==> config.mk <==
export PLATFORM = sky130hd
export DESIGN_NAME = serial_readout_receiver_flat
export DESIGN_NICKNAME = d
export VERILOG_FILES = /design/src/rtl/serial_readout_receiver_if.sv /design/src/rtl/serial_readout_receiver.sv /design/src/flat_wrapper.sv
export SDC_FILE = /design/constraint.sdc
export NUM_CORES = 1
export LEC_CHECK = 0
export CAP_MARGIN = 0
export CELL_PAD_IN_SITES_DETAIL_PLACEMENT = 1
export CELL_PAD_IN_SITES_GLOBAL_PLACEMENT = 1
export CORE_MARGIN = 2
export CORE_UTILIZATION = 43
export CTS_BUF_LIST = sky130_fd_sc_hd__clkbuf_4
export DETAILED_ROUTE_END_ITERATION = 6
export MAX_ROUTING_LAYER = met4
export PLACE_DENSITY = 0.95
export SLEW_MARGIN = 40
export SYNTH_ARGS = -nofsm -noshare
export SYNTH_HDL_FRONTEND = slang
export SYNTH_SLANG_ARGS = --single-unit
==> constraint.sdc <==
create_clock -name clk -period 4.6 [get_ports clk]
set_input_delay 0.92 -clock clk [delete_from_list [all_inputs] [get_ports clk]]
set_output_delay 0.92 -clock clk [all_outputs]
set_load 0.05 [all_outputs]
==> src/rtl/serial_readout_receiver_if.sv <==
// Bundles the chip-side serial readout lanes/strobes with the record valid/ready output.
// The slave modport is the receiver; the master modport is whatever drives it and consumes records.
interface serial_readout_receiver_if #(
  parameter int TIME_W = 16,
  parameter int CH_W   = 14
);
  logic [1:0]        serial_in;
  logic              sl_time;
  logic              sl_ch;
  logic              sending_data;
  logic              out_ready;
  logic [TIME_W-1:0] time_word;
  logic [CH_W-1:0]   ch_word;
  logic              out_valid;

  modport master (
    output serial_in, sl_time, sl_ch, sending_data, out_ready,
    input  time_word, ch_word, out_valid
  );

  modport slave (
    input  serial_in, sl_time, sl_ch, sending_data, out_ready,
    output time_word, ch_word, out_valid
  );
endinterface

==> src/rtl/serial_readout_receiver.sv <==
// Deserializes 2-lane readout records (timestamp pairs then channel pairs) into
// a one-entry valid/ready output register with frame-error and overflow reporting.
module serial_readout_receiver #(
  parameter int TIME_W = 16,
  parameter int CH_W   = 14,
  parameter int CNT_W  = 16
) (
  input  logic                      clk,
  input  logic                      reset,
  serial_readout_receiver_if.slave  bus,
  input  logic                      clear_flags,
  output logic                      frame_error,
  output logic                      overflow,
  output logic [CNT_W-1:0]          record_count
);

  localparam int TIME_PAIRS = TIME_W / 2;
  localparam int CH_PAIRS   = CH_W / 2;
  localparam int MAX_PAIRS  = (TIME_PAIRS > CH_PAIRS) ? TIME_PAIRS : CH_PAIRS;
  localparam int PAIR_W     = $clog2(MAX_PAIRS + 1);

  localparam logic [PAIR_W-1:0] TIME_LAST = PAIR_W'(TIME_PAIRS - 1);
  localparam logic [PAIR_W-1:0] CH_LAST   = PAIR_W'(CH_PAIRS - 1);

  typedef enum logic [1:0] {
    S_IDLE,
    S_TIME,
    S_CH
  } state_t;

  state_t            state;
  state_t            state_next;
  logic [PAIR_W-1:0] pair_cnt;
  logic [PAIR_W-1:0] cnt_next;
  logic [TIME_W-1:0] time_sr;
  logic [CH_W-1:0]   ch_sr;
  logic [TIME_W-1:0] time_shifted;
  logic [CH_W-1:0]   ch_shifted;
  logic              time_shift_en;
  logic              ch_shift_en;
  logic              record_done;
  logic              violation;
  logic              time_ok;
  logic              ch_ok;

  assign time_ok      = bus.sending_data & bus.sl_time & ~bus.sl_ch;
  assign ch_ok        = bus.sending_data & bus.sl_ch & ~bus.sl_time;
  assign time_shifted = (time_sr << 2) | TIME_W'(bus.serial_in);
  assign ch_shifted   = (ch_sr << 2) | CH_W'(bus.serial_in);

  always_comb begin
    state_next    = state;
    cnt_next      = pair_cnt;
    time_shift_en = 1'b0;
    ch_shift_en   = 1'b0;
    record_done   = 1'b0;
    violation     = 1'b0;
    case (state)
      S_IDLE: begin
        if (time_ok) begin
          time_shift_en = 1'b1;
          if (TIME_LAST == '0) begin
            state_next = S_CH;
            cnt_next   = '0;
          end else begin
            state_next = S_TIME;
            cnt_next   = PAIR_W'(1);
          end
        end
      end
      S_TIME: begin
        if (time_ok) begin
          time_shift_en = 1'b1;
          if (pair_cnt == TIME_LAST) begin
            state_next = S_CH;
            cnt_next   = '0;
          end else begin
            cnt_next = pair_cnt + PAIR_W'(1);
          end
        end else begin
          violation  = 1'b1;
          state_next = S_IDLE;
          cnt_next   = '0;
        end
      end
      S_CH: begin
        if (ch_ok) begin
          ch_shift_en = 1'b1;
          if (pair_cnt == CH_LAST) begin
            record_done = 1'b1;
            state_next  = S_IDLE;
            cnt_next    = '0;
          end else begin
            cnt_next = pair_cnt + PAIR_W'(1);
          end
        end else begin
          // The violating cycle is deliberately not treated as a new record start.
          violation  = 1'b1;
          state_next = S_IDLE;
          cnt_next   = '0;
        end
      end
      default: begin
        state_next = S_IDLE;
        cnt_next   = '0;
      end
    endcase
  end

  always_ff @(posedge clk) begin
    if (reset) begin
      state       <= S_IDLE;
      pair_cnt    <= '0;
      time_sr     <= '0;
      ch_sr       <= '0;
      frame_error <= 1'b0;
    end else begin
      state       <= state_next;
      pair_cnt    <= cnt_next;
      frame_error <= violation;
      if (time_shift_en) time_sr <= time_shifted;
      if (ch_shift_en)   ch_sr   <= ch_shifted;
    end
  end

  // A finished record loads only if the slot is empty or being emptied this cycle.
  always_ff @(posedge clk) begin
    if (reset) begin
      bus.out_valid <= 1'b0;
      bus.time_word <= '0;
      bus.ch_word   <= '0;
      overflow      <= 1'b0;
      record_count  <= '0;
    end else begin
      if (record_done && (!bus.out_valid || bus.out_ready)) begin
        bus.out_valid <= 1'b1;
        bus.time_word <= time_sr;
        bus.ch_word   <= ch_shifted;
        record_count  <= record_count + CNT_W'(1);
      end else if (bus.out_valid && bus.out_ready) begin
        bus.out_valid <= 1'b0;
      end

      if (record_done && bus.out_valid && !bus.out_ready) begin
        overflow <= 1'b1;
      end else if (clear_flags) begin
        overflow <= 1'b0;
      end
    end
  end

endmodule
==> src/flat_wrapper.sv <==
// flat-port wrapper written by rule: the top's interface ports become plain ports
module serial_readout_receiver_flat 
#(
  parameter int TIME_W = 16,
  parameter int CH_W   = 14,
  parameter int CNT_W  = 16
)
  (clk, reset, clear_flags, frame_error, overflow, record_count, bus_serial_in, bus_sl_time, bus_sl_ch, bus_sending_data, bus_out_ready, bus_time_word, bus_ch_word, bus_out_valid);
  serial_readout_receiver_if #(.TIME_W(TIME_W), .CH_W(CH_W)) bus_i ();
  input  logic clk;
  input  logic reset;
  input  logic clear_flags;
  output logic frame_error;
  output logic overflow;
  output logic [CNT_W-1:0] record_count;
  input wire logic [$bits(bus_i.serial_in)-1:0] bus_serial_in;
  input wire logic [$bits(bus_i.sl_time)-1:0] bus_sl_time;
  input wire logic [$bits(bus_i.sl_ch)-1:0] bus_sl_ch;
  input wire logic [$bits(bus_i.sending_data)-1:0] bus_sending_data;
  input wire logic [$bits(bus_i.out_ready)-1:0] bus_out_ready;
  output wire logic [$bits(bus_i.time_word)-1:0] bus_time_word;
  output wire logic [$bits(bus_i.ch_word)-1:0] bus_ch_word;
  output wire logic [$bits(bus_i.out_valid)-1:0] bus_out_valid;
  assign bus_i.serial_in = bus_serial_in;
  assign bus_i.sl_time = bus_sl_time;
  assign bus_i.sl_ch = bus_sl_ch;
  assign bus_i.sending_data = bus_sending_data;
  assign bus_i.out_ready = bus_out_ready;
  assign bus_time_word = bus_i.time_word;
  assign bus_ch_word = bus_i.ch_word;
  assign bus_out_valid = bus_i.out_valid;
  serial_readout_receiver #(.TIME_W(TIME_W), .CH_W(CH_W), .CNT_W(CNT_W)) u_core (.clk(clk), .reset(reset), .bus(bus_i), .clear_flags(clear_flags), .frame_error(frame_error), .overflow(overflow), .record_count(record_count));
endmodule
==> impl_metrics.tcl <==
set metrics [dict create \
    drive_above_1_share 0.0540 \
    grt_pass1_wl_mm 14.8 \
    die_area_um2 8450 \
    final.setup.tns_ps 0 \
    grt_overflow 0 \
    fin_crit_ps 2930 \
    place.gp.congestion 0.846 \
    final_common_cell "nand2_1" \
    avgSynthCellArea_um2 8.03 \
    async_flop_share 0 \
    hold_viol_final 0 \
    synth-seq-cells 83 \
    crit_arrival_ps 3290 \
    rows 32 \
    dpl.hpwl_mm 5.97 \
    first_pass_iters 4 \
    io_pins 58 \
    antenna_found_initial 0 \
    p_int_w 0.000903 \
    dp_cells 551 \
    yosysWarnings 0 \
    antenna_cells 0 \
    p_seq_frac 0.617 \
    switching_share 0.228 \
    viasPerCell 5.44 \
    cts_root_buffer "clkbuf_4" \
    synthesis.nets 430 \
    combPwrFrac 0.032 \
    vias 3072 \
    switching_power_w 0.000267 \
    finalSetupViolations 0 \
    cts_tree "yes" \
    tightest_slew_ps 703 \
    post-route-period-util 0.638 \
    worstPathRequired_ps 4960 \
    grt_pass1_vias 3098 \
    fin_skew_ps 7.97 \
    fin_cells 565 \
    cts_resized 0 \
    start_util 0.437 \
    yosysSeqAreaShare 0.500 \
    rsz0062_at_grt "false" \
    synth_edf_count 0 \
    cts.sinks 83 \
    clockBufferDepth 2 \
    power_density_nw_per_um2 287 \
    htreeDepth 3 \
    synth.distinct_cells 41 \
    p_clk_frac 0.351 \
    die_height_um 91.9 \
    grt_util_all_layers 0.222 \
    numCtsBuffers 9 \
    grt_max_degree 44 \
    p_leak_nw 1.29 \
    wl_mm 8.68 \
    power_w 0.00117 \
    drc 0 \
    cts_hold_buf 0 \
    slew_violations 0 \
    critPathCaptureType "flip-flop" \
    wl_per_cell_um 15.4 \
    clk_latency_ps 430 \
    path_max_fanout 23 \
    outcome "completed" \
    post_cts_buffers 0 \
    final_nets 476 \
    max_freq_mhz 341 \
    final_cell_mix "nand2_1 (126), dfxtp_1 (83), a21oi_1 (76)" \
    ant_nets 0 \
    fin_util 0.536 \
    synthCells 414 \
    drtIter0Drc 94 \
    core_um2 7610 \
    hp-class "flip-flop to flip-flop" \
    worstSetupPathType "input pin to flip-flop" \
    maxCapViolCount 0 \
    syn2layout_area_growth_pct 22.7 \
    slew_headroom 0.531 \
    clkSlewWorstSetupHoldPaths_ps 120 \
    synth_ff_type "dfxtp_1" \
    holdWs_ps 465 \
    ir_worst_vdd_mv 0.163 \
    crit_path_start_kind "input pin" \
    die_w_um 91.9 \
    io_buffer_count 57 \
    syn_area_um2 3320 \
]
stage by stage:
step           instance area, um2  setup WS [ps]
6_report                     4080           1670
5_1_grt                      4080           1490
4_1_cts                      4080           1690
3_5_place_dp                 3960           1240
3_3_place_gp                 3950           1420
2_1_floorplan                3320           2400
worst max-delay path, stage by stage:
cell and delay (ps):
clkdlybuf4s50_1 480, and4b_1 730, nand2_2 380, or4_1 600, a21oi_1 190
power groups by stage:
stage / logic, W / clock network, W / registers (W)
after floorplan: 0.0000221 / 0 / 0.000738
after global placement: 0.0000353 / 0 / 0.000738
after detailed placement: 0.0000371 / 0 / 0.000738
after CTS: 0.0000377 / 0.000416 / 0.000722
after global routing: 0.0000411 / 0.000448 / 0.000723
final: 0.0000377 / 0.000410 / 0.000722
cells by family (layout without fill, tap and decap cells):
logic type | count (synthesis) | in the layout | share of synthesized area
AO/OA/AOI/OAI | 102 | 102 | 0.172
XOR/XNOR | 3 | 3 | 0.00791
adder cells (fa/ha/maj) | 7 | 7 | 0.0263
buffers and inverters | 33 | 82 | 0.0384
flip-flops | 83 | 83 | 0.500
AND/OR/NAND/NOR | 186 | 186 | 0.255
area by class of cell:
cell class                 count  area, um2
fill                         939       3530
sequential                    83       1660
multi-input combinational    298       1540
timing repair buffer          61        596
tap                          102        128
clock buffer                  11       82.6
clock inverter                 3       41.3
inverter                       7       26.3
synthesized netlist by cell type (3+ instances only):
| master | instances | share of area |
|---|---|---|
| o21ai_0 | 4 | 0.0060 |
| or2_2 | 3 | 0.0056 |
| nor2_1 | 9 | 0.010 |
| nand4_1 | 6 | 0.011 |
| dfxtp_1 | 83 | 0.50 |
| ha_1 | 7 | 0.026 |
| nand2b_1 | 3 | 0.0056 |
| buf_2 | 3 | 0.0045 |
| clkbuf_1 | 22 | 0.025 |
| o31ai_1 | 8 | 0.018 |
| o311ai_0 | 3 | 0.0079 |
| and2_1 | 3 | 0.0056 |
| inv_1 | 7 | 0.0079 |
| nand3_1 | 10 | 0.015 |
| nand2_1 | 126 | 0.14 |
| or4_1 | 7 | 0.016 |
| a21oi_1 | 76 | 0.11 |
worst paths after layout:
path         cells past startpoint                              endpoint  slack [ps]                     startpoint
min                              2   u_core.bus.ch_word[13]$_SDFFE_PP0P_         470  u_core.ch_sr[11]$_SDFFE_PP0P_
max                              5  u_core.record_count[12]$_SDFFE_PP0P_        1670                    bus_sl_time
max reg2reg                      5  u_core.record_count[12]$_SDFFE_PP0P_        2070   u_core.state[1]$_SDFFE_PP0P_
min reg2reg                      2   u_core.bus.ch_word[13]$_SDFFE_PP0P_         470  u_core.ch_sr[11]$_SDFFE_PP0P_
flip-flops by register name, summed over array words and instances (netlist names):
| register | flops |
|---|---|
| u_core.time_sr | 16 |
| u_core.bus.ch_word | 14 |
| u_core.bus.out_valid | 1 |
| u_core.state | 2 |
| u_core.bus.time_word | 16 |
| u_core.frame_error | 1 |
| u_core.ch_sr | 12 |
| u_core.pair_cnt | 4 |
| u_core.record_count | 16 |
| u_core.overflow | 1 |
metal layers:
layer  vias to the layer above  GRT usage  part of all wire
met4                         0     0.0659             0.016
met2                        61      0.372              0.51
li1                       1504          -                 -
met3                        17     0.0567             0.033
met5                         -          -                 0
met1                      1490      0.266              0.44
No activity file was read; power rests on OpenSTA's default activity.
